**src/rtl/fetch_redirect_unit_if.sv**
```systemverilog
// rtl/fetch_redirect_unit_if.sv - EX-redirect / IF-ID bundle between the execute side and the fetch unit
// Purpose: groups the redirect request, stall, instruction-memory data and the
//          fetch/IF-ID outputs of fetch_redirect_unit.
// Ports  : slave  - fetch unit view (redirect/stall/instr in, fetch/IF-ID out)
//          master - environment view (drives redirect/stall/instr, observes outputs)
interface fetch_redirect_unit_if #(
   parameter int PC_W = 9
);
   logic            PcSel;
   logic [31:0]     BrPC;
   logic            Halt;
   logic            Stall;
   logic [31:0]     Instr_in;
   logic [PC_W-1:0] Fetch_Addr;
   logic [PC_W-1:0] IF_PC;
   logic [31:0]     IF_Instr;
   logic            IF_Valid;
   logic            Flush;
   logic            Halted;
   logic            Misalign;
   logic [15:0]     Redirect_Cnt;

   modport slave (
      input  PcSel, BrPC, Halt, Stall, Instr_in,
      output Fetch_Addr, IF_PC, IF_Instr, IF_Valid, Flush, Halted, Misalign, Redirect_Cnt
   );

   modport master (
      output PcSel, BrPC, Halt, Stall, Instr_in,
      input  Fetch_Addr, IF_PC, IF_Instr, IF_Valid, Flush, Halted, Misalign, Redirect_Cnt
   );
endinterface

```
**src/rtl/fetch_redirect_unit.sv**
```systemverilog
// rtl/fetch_redirect_unit.sv - PC register, IF/ID register and EX-redirect / halt control
// Purpose: owns the program counter and IF/ID pipeline register. Sequential
//          fetch advances by 4; an EX redirect replaces the PC and bubbles IF/ID;
//          a redirecting halt parks the unit in HALTED until reset.
// Ports  : clk   - single clock, rising edge
//          reset - asynchronous, active-low
//          bus   - fetch_redirect_unit_if.slave (redirect/stall/instr in,
//                  Fetch_Addr, IF/ID, Flush, Halted, Misalign, Redirect_Cnt out)
module fetch_redirect_unit #(
   parameter int PC_W = 9
) (
   input logic                   clk,
   input logic                   reset,
   fetch_redirect_unit_if.slave  bus
);

   typedef enum logic {RUN, HALTED} state_t;

   state_t          state_q, state_d;
   logic [PC_W-1:0] pc_q, pc_d;
   logic [PC_W-1:0] if_pc_q, if_pc_d;
   logic [31:0]     if_instr_q, if_instr_d;
   logic            if_valid_q, if_valid_d;
   logic            misalign_q, misalign_d;
   logic [15:0]     cnt_q, cnt_d;
   logic            flush_c;

   // Target bits above the PC width are architecturally ignored.
   logic unused_brpc_hi;
   assign unused_brpc_hi = ^bus.BrPC[31:PC_W];

   always_ff @(posedge clk or negedge reset) begin
      if (!reset) begin
         state_q    <= RUN;
         pc_q       <= '0;
         if_pc_q    <= '0;
         if_instr_q <= '0;
         if_valid_q <= 1'b0;
         misalign_q <= 1'b0;
         cnt_q      <= '0;
      end else begin
         state_q    <= state_d;
         pc_q       <= pc_d;
         if_pc_q    <= if_pc_d;
         if_instr_q <= if_instr_d;
         if_valid_q <= if_valid_d;
         misalign_q <= misalign_d;
         cnt_q      <= cnt_d;
      end
   end

   always_comb begin
      state_d    = state_q;
      pc_d       = pc_q;
      if_pc_d    = if_pc_q;
      if_instr_d = if_instr_q;
      if_valid_d = if_valid_q;
      misalign_d = misalign_q;
      cnt_d      = cnt_q;
      flush_c    = 1'b0;

      case (state_q)
         RUN: begin
            if (bus.PcSel) begin
               // Redirect wins over Stall: the wrong-path fetch becomes a bubble.
               flush_c    = 1'b1;
               if_pc_d    = pc_q;
               if_instr_d = '0;
               if_valid_d = 1'b0;
               if (bus.BrPC[1:0] != 2'b00)
                  misalign_d = 1'b1;
               if (bus.Halt) begin
                  // Park on the halt's own address, unaligned bits kept as given.
                  pc_d    = bus.BrPC[PC_W-1:0];
                  state_d = HALTED;
               end else begin
                  pc_d = {bus.BrPC[PC_W-1:2], 2'b00};
                  if (cnt_q != 16'hFFFF)
                     cnt_d = cnt_q + 16'd1;
               end
            end else if (!bus.Stall) begin
               pc_d       = pc_q + PC_W'(4);
               if_pc_d    = pc_q;
               if_instr_d = bus.Instr_in;
               if_valid_d = 1'b1;
            end
         end
         HALTED: begin
            flush_c    = 1'b1;
            if_valid_d = 1'b0;
         end
         default: state_d = RUN;
      endcase
   end

   assign bus.Fetch_Addr   = pc_q;
   assign bus.IF_PC        = if_pc_q;
   assign bus.IF_Instr     = if_instr_q;
   assign bus.IF_Valid     = if_valid_q;
   assign bus.Flush        = flush_c & reset;
   assign bus.Halted       = (state_q == HALTED);
   assign bus.Misalign     = misalign_q;
   assign bus.Redirect_Cnt = cnt_q;

endmodule

```
**src/flat_wrapper.sv**
```systemverilog
// flat-port wrapper written by rule: the top's interface ports become plain ports
module fetch_redirect_unit_flat 
#(
   parameter int PC_W = 9
)
  (clk, reset, bus_PcSel, bus_BrPC, bus_Halt, bus_Stall, bus_Instr_in, bus_Fetch_Addr, bus_IF_PC, bus_IF_Instr, bus_IF_Valid, bus_Flush, bus_Halted, bus_Misalign, bus_Redirect_Cnt);
  fetch_redirect_unit_if #(.PC_W(PC_W)) bus_i ();
  input logic clk;
  input logic reset;
  input wire logic [$bits(bus_i.PcSel)-1:0] bus_PcSel;
  input wire logic [$bits(bus_i.BrPC)-1:0] bus_BrPC;
  input wire logic [$bits(bus_i.Halt)-1:0] bus_Halt;
  input wire logic [$bits(bus_i.Stall)-1:0] bus_Stall;
  input wire logic [$bits(bus_i.Instr_in)-1:0] bus_Instr_in;
  output wire logic [$bits(bus_i.Fetch_Addr)-1:0] bus_Fetch_Addr;
  output wire logic [$bits(bus_i.IF_PC)-1:0] bus_IF_PC;
  output wire logic [$bits(bus_i.IF_Instr)-1:0] bus_IF_Instr;
  output wire logic [$bits(bus_i.IF_Valid)-1:0] bus_IF_Valid;
  output wire logic [$bits(bus_i.Flush)-1:0] bus_Flush;
  output wire logic [$bits(bus_i.Halted)-1:0] bus_Halted;
  output wire logic [$bits(bus_i.Misalign)-1:0] bus_Misalign;
  output wire logic [$bits(bus_i.Redirect_Cnt)-1:0] bus_Redirect_Cnt;
  assign bus_i.PcSel = bus_PcSel;
  assign bus_i.BrPC = bus_BrPC;
  assign bus_i.Halt = bus_Halt;
  assign bus_i.Stall = bus_Stall;
  assign bus_i.Instr_in = bus_Instr_in;
  assign bus_Fetch_Addr = bus_i.Fetch_Addr;
  assign bus_IF_PC = bus_i.IF_PC;
  assign bus_IF_Instr = bus_i.IF_Instr;
  assign bus_IF_Valid = bus_i.IF_Valid;
  assign bus_Flush = bus_i.Flush;
  assign bus_Halted = bus_i.Halted;
  assign bus_Misalign = bus_i.Misalign;
  assign bus_Redirect_Cnt = bus_i.Redirect_Cnt;
  fetch_redirect_unit #(.PC_W(PC_W)) u_core (.clk(clk), .reset(reset), .bus(bus_i));
endmodule
```
**config.mk**
```make
export PLATFORM = sky130hd
export DESIGN_NAME = fetch_redirect_unit_flat
export DESIGN_NICKNAME = d
export VERILOG_FILES = /design/src/rtl/fetch_redirect_unit_if.sv /design/src/rtl/fetch_redirect_unit.sv /design/src/flat_wrapper.sv
export SDC_FILE = /design/constraint.sdc
export NUM_CORES = 1
export LEC_CHECK = 0
export ABC_AREA = 1
export BUFFER_PORTS_ARGS = -buffer_cell sky130_fd_sc_hd__buf_4
export CAP_MARGIN = 10
export CORE_MARGIN = 3
export CORE_UTILIZATION = 47
export DETAILED_ROUTE_END_ITERATION = 10
export GPL_TIMING_DRIVEN = 0
export PLACE_DENSITY = 0.79
export SLEW_MARGIN = 40
export SYNTH_ARGS = -nofsm -noshare
export SYNTH_HDL_FRONTEND = slang
export SYNTH_SLANG_ARGS = --single-unit
```
**constraint.sdc**
```tcl
create_clock -name clk -period 1.75 [get_ports clk]
set_clock_uncertainty 0.1 [all_clocks]
set_input_delay 0.2625 -clock clk [delete_from_list [all_inputs] [get_ports clk]]
set_output_delay 0.2625 -clock clk [all_outputs]
set_load 0.02 [all_outputs]
```
## Word-level counts from Yosys, hierarchy flattened

Cells that the tools add are included.

| cells by class | value |
|---|---|
| reduce and logical (&&, ||, !) cells | 4 |
| mux-type cells | 15 |
| order comparisons | 0 |
| equality and inequality tests | 3 |
| shifts and indexed selects | 0 |
| add/sub/neg operators | 2 |
| multipliers | 0 |
| divide/modulo/power cells | 0 |
| bitwise gates (word level) | 3 |

Operators with widths:

| cell | count |
|---|---|
| two-way mux 32 bit | 2 |
| two-way mux 9 bit | 4 |
| adder 16 x 1 -> 16 bit, second input constant | 1 |
| inequality test 16 bit, second input constant | 1 |
| adder 9 x 3 -> 9 bit, second input constant | 1 |
| two-way mux 1 bit | 6 |
| one-hot mux 1 bit (2 select lines) | 2 |
| AND reduction 4 bit | 1 |
| inequality test 3 bit, second input constant | 1 |
| AND reduction 3 bit | 1 |
| two-way mux 2 bit | 1 |
| inequality test 2 bit, second input constant | 1 |
| NOT 1 bit | 2 |
| AND reduction 2 bit | 1 |
| nonzero test 2 bit | 1 |
| bitwise AND 1 bit | 1 |

| word-level totals | value |
|---|---|
| memories kept | 0 |
| input bits | 69 |
| bits in latches | 0 |
| memory bits (writable) | 0 |
| output and inout bits | 70 |
| register bits after elaboration | 69 |
| memory bits (read-only) | 0 |

## Depth between registers and ports, before layout

| depth | value |
|---|---|
| depth after elaboration | 3 |
| gate-level depth with buffers | 10 |

## Worst setup path after synthesis

No wires, ideal clock.

| timing path | value |
|---|---|
| path kind | reg-to-reg |
| from | reg u_core.cnt_q[0] (netlist: u_core.bus.Redirect_Cnt[0]) |
| to | reg u_core.cnt_q[10] (netlist: u_core.bus.Redirect_Cnt[10]) |
| required time | 1533 ps |
| path slack | 39 ps |
| cell stages (with the launch flop) | 10 |
| arrival | 1494 ps |
| setup time | 117 ps |
| buffers on the path | 1 |
| clock period less this slack | 1711 ps |
| cells stage by stage | dfrtp_1 > ha_1 > nand2_2 > nor2_4 > nand2_4 > nor2_4 > nor2_2 > buf_6 > nand3b_1 > nand2_1 |

| between the ends | value |
|---|---|
| longest elaborated chain between the ends | 2 |
| elaborated cells between the ends (all ways) | 3 |

Ends and longest elaborated chain:

| item | line | source |
|---|---|---|
| start: declaration | fetch_redirect_unit.sv:25 | `logic [15:0] cnt_q, cnt_d;` |
| start signal: assignment | fetch_redirect_unit.sv:48 | `cnt_q <= cnt_d;` |
| branches (longest 2 deep; another with adder 16 x 1 -> 16 bit) | n/a |  |

Several ways; the timed one is not identified.
A chain may end at the register's enable or synchronous reset.

## Worst setup path in the final report

| timing path | value |
|---|---|
| from | reg u_core.cnt_q[1] (netlist: u_core.bus.Redirect_Cnt[1]) |
| to | reg u_core.cnt_q[13] (netlist: u_core.bus.Redirect_Cnt[13]) |

The elaborated chain is that of the path after synthesis.

==> impl_metrics.json <==
{
  "status": "finished with violations",
  "violations": "negative hold slack",
  "finalPower_mw": 5.95,
  "wirelength_mm": 8.12,
  "io_pins": 139,
  "grt_max_degree": 71,
  "drv_cap": 0,
  "leakage_nw": 2.26,
  "netlist_area_um2": 3060,
  "start_util_pct": 50.0,
  "r2r-start": "u_core.bus.Redirect_Cnt[1]$_DFFE_PN0P_",
  "wl_per_cell_um": 15.2,
  "grt_pass1_vias": 2772,
  "root_buffer": "clkbuf_8",
  "fillCellCount": 464,
  "hold_path.class": "in -> async",
  "power.density_nw_per_um2": 1380,
  "drive_above_1_share_pct": 35.4,
  "antenna_found_initial": 0,
  "diodes": 0,
  "synth_cell_types": 29,
  "cp_data_required_time_ps": 1930,
  "core-area_um2": 6130,
  "r2r-end": "u_core.bus.Redirect_Cnt[13]$_DFFE_PN0P_",
  "synth_adder_area_share_pct": 0.817,
  "area_delta_synth_final_pct": 40.9,
  "muxShareOfSynthArea_pct": 0,
  "crit_type": "reg -> reg",
  "drc": 0,
  "io_buffers": 115,
  "overflow": 0,
  "synth_enable_flop_cells": 0,
  "timing.hold.ws_ps": -191,
  "clock_latency_ps": 330,
  "track_usage_pct": 22.3,
  "gp_routability_congestion": 0.876,
  "crit_fanout": 10,
  "multi_input_area_um2": 1210,
  "setup_viol": 0,
  "layout.cells.non_filler": 533,
  "nets": 524,
  "die_area_um2": 7520,
  "slew_headroom_pct": 57.8,
  "yosys.area_share.simple_pct": 22.0,
  "drt-initial-drc-count": 124,
  "die_w_um": 86.7,
  "synth_xor_area_share_pct": 2.29,
  "end_kind": "flip-flop",
  "placed_cells": 512,
  "vias_per_cell": 5.19,
  "grt_pass1_wl_mm": 13.1,
  "r2r_slack_ps": 100,
  "synth_cells": 322,
  "yosys_most_used_dff": "dfrtp_1",
  "ys_warn_count": 0,
  "clockBufferDepth": 2,
  "tns_ps": 0,
  "vias": 2766,
  "regArea_um2": 1730,
  "numCtsBuffers": 9,
  "synth_fp_nets": 393,
  "worstMarginPinSlew_ps": 631,
  "max-vdd-ir-drop_mv": 0.924,
  "syn_avg_cell_area_um2": 9.52,
  "clock.fmax_mhz": 605,
  "fp-row-count": 28,
  "rr_worst_depth": 10,
  "arrival_ps": 1830,
  "drt_pass1_iterations": 4,
  "h-tree-depth": 3,
  "synth-seq-cells": 69,
  "synth_top_family_by_area": "simple AND/OR/NAND/NOR gates",
  "async_reset_ff_share_pct": 100,
  "yosysSeqAreaShare_pct": 56.3,
  "finalMaxSlewViolations": 0,
  "final_util_pct": 70.4,
  "synth-compound-area-share_pct": 13.9,
  "clk_pin_slew_ps": 70,
  "place_hpwl_mm": 5.72,
  "finalCriticalPeriod_ps": 1650,
  "clock-sinks": 69,
  "cts_tree": "done",
  "hold_violations": 69,
  "die_h_um": 86.7,
  "antenna_left": 0,
  "worstSetupStartpointType": "flip-flop",
  "period_share_pct": 94.5
}
-- routing by layer --
| layer | wire, um | track usage, % | up-vias |
|---|---|---|---|
| li1 | - | - | 1332 |
| met1 | 3390 | 28.7 | 1330 |
| met2 | 4040 | 35.9 | 92 |
| met3 | 586 | 6.65 | 12 |
| met4 | 102 | 7.51 | 0 |
| met5 | 0 | 0 | - |
-- through the flow --
stage / setup WS, ps / cell area, um^2
after detailed placement: -12.1 / 4030
after global routing: -10.3 / 4320
after CTS: 15.1 / 4280
after global placement: 8.64 / 4020
final: 96.8 / 4320
after floorplan: 38.9 / 3060
-- worst max-delay path by stage --
stage | from | endpoint | depth (start not counted)
6_report | u_core.bus.Redirect_Cnt[1]$_DFFE_PN0P_ | u_core.bus.Redirect_Cnt[13]$_DFFE_PN0P_ | 10
2_1_floorplan | u_core.bus.Redirect_Cnt[0]$_DFFE_PN0P_ | u_core.bus.Redirect_Cnt[10]$_DFFE_PN0P_ | 9
3_3_place_gp | u_core.bus.Redirect_Cnt[0]$_DFFE_PN0P_ | u_core.bus.Redirect_Cnt[12]$_DFFE_PN0P_ | 8
4_1_cts | u_core.bus.Redirect_Cnt[1]$_DFFE_PN0P_ | u_core.bus.Redirect_Cnt[12]$_DFFE_PN0P_ | 10
3_5_place_dp | u_core.bus.Redirect_Cnt[0]$_DFFE_PN0P_ | u_core.bus.Redirect_Cnt[13]$_DFFE_PN0P_ | 8
5_1_grt | u_core.bus.Redirect_Cnt[4]$_DFFE_PN0P_ | u_core.bus.Redirect_Cnt[12]$_DFFE_PN0P_ | 9
-- cell usage after synthesis, types with 4 or more instances --
cell / count / share of area, %
nand3_1: 14 / 2.3
xnor2_1: 5 / 1.4
dfrtp_1: 69 / 56
nand2_1: 96 / 12
a22o_1: 32 / 9.1
nor2_1: 23 / 2.8
inv_2: 6 / 0.73
o21ai_1: 15 / 2.4
nand3b_1: 5 / 1.2
buf_1: 4 / 0.49
inv_1: 17 / 2.1
o21ai_0: 4 / 0.65
nor2_4: 4 / 1.5
-- logic make-up (layout without fill, tap and decap cells) --
logic type               count (synthesis)  count (layout)
XOR/XNOR                                 8               8
flip-flops                              69              69
AO/OA/AOI/OAI                           58              58
adder cells (fa/ha/maj)                  2               2
buffers and inverters                   33             169
AND/OR/NAND/NOR                        152             152
-- repair_timing --
action	CTS	global route
hold endpoints to repair	69	69
endpoints found under the setup margin	10	16
gates resized for setup	3	3
pin swaps	0	3
buffers inserted	1	4
-- layout make-up --
class                           count  share of cell area (%)
Timing Repair Buffer              120                    21.0
Multi-Input combinational cell    220                    28.1
Clock inverter                      5                    1.88
Tap cell                           75                    2.17
Sequential cell                    69                    40.0
Buffer                             10                    1.33
Clock buffer                       11                    3.51
Inverter                           23                    2.00
-- flip-flops by register name, summed over array words and instances, names as in the netlist --
signal,cells
u_core.bus.Halted,1
u_core.bus.Misalign,1
u_core.bus.IF_Valid,1
u_core.bus.Redirect_Cnt,16
u_core.bus.IF_PC,9
u_core.bus.IF_Instr,32
u_core.bus.Fetch_Addr,9
-- critical path, stage by stage (launching register included) --
cell and delay, ps:
dfrtp_1 380, ha_2 200, nand2_2 70, nor2_4 190
nand2_4 90, nor2_4 140, nor2_2 80, nand2_4 80
buf_6 140, nand2_1 60, nand2_1 70
-- placed cells by master, fill, tap and decap left out, types with 4 or more instances in the layout --
| cell type | netlist | layout |
|---|---|---|
| clkbuf_8 | 0 | 11 |
| nand3_1 | 14 | 14 |
| o21ai_0 | 4 | 4 |
| buf_4 | 0 | 119 |
| nand2_1 | 96 | 96 |
| a22o_1 | 32 | 32 |
| o21ai_1 | 15 | 15 |
| nand3b_1 | 5 | 5 |
| nor2_1 | 23 | 22 |
| dfrtp_1 | 69 | 68 |
| inv_2 | 6 | 6 |
| inv_1 | 17 | 17 |
| nor2_4 | 4 | 4 |
| xnor2_1 | 5 | 5 |
-- power breakdown --
| part | internal [mW] | total [mW] | switching, mW |
|---|---|---|---|
| sequential | 2.00 | 2.33 | 0.329 |
| combinational | 0.937 | 2.11 | 1.18 |
| clock | 0.883 | 1.50 | 0.618 |
No activity file was read; power rests on OpenSTA's default activity.
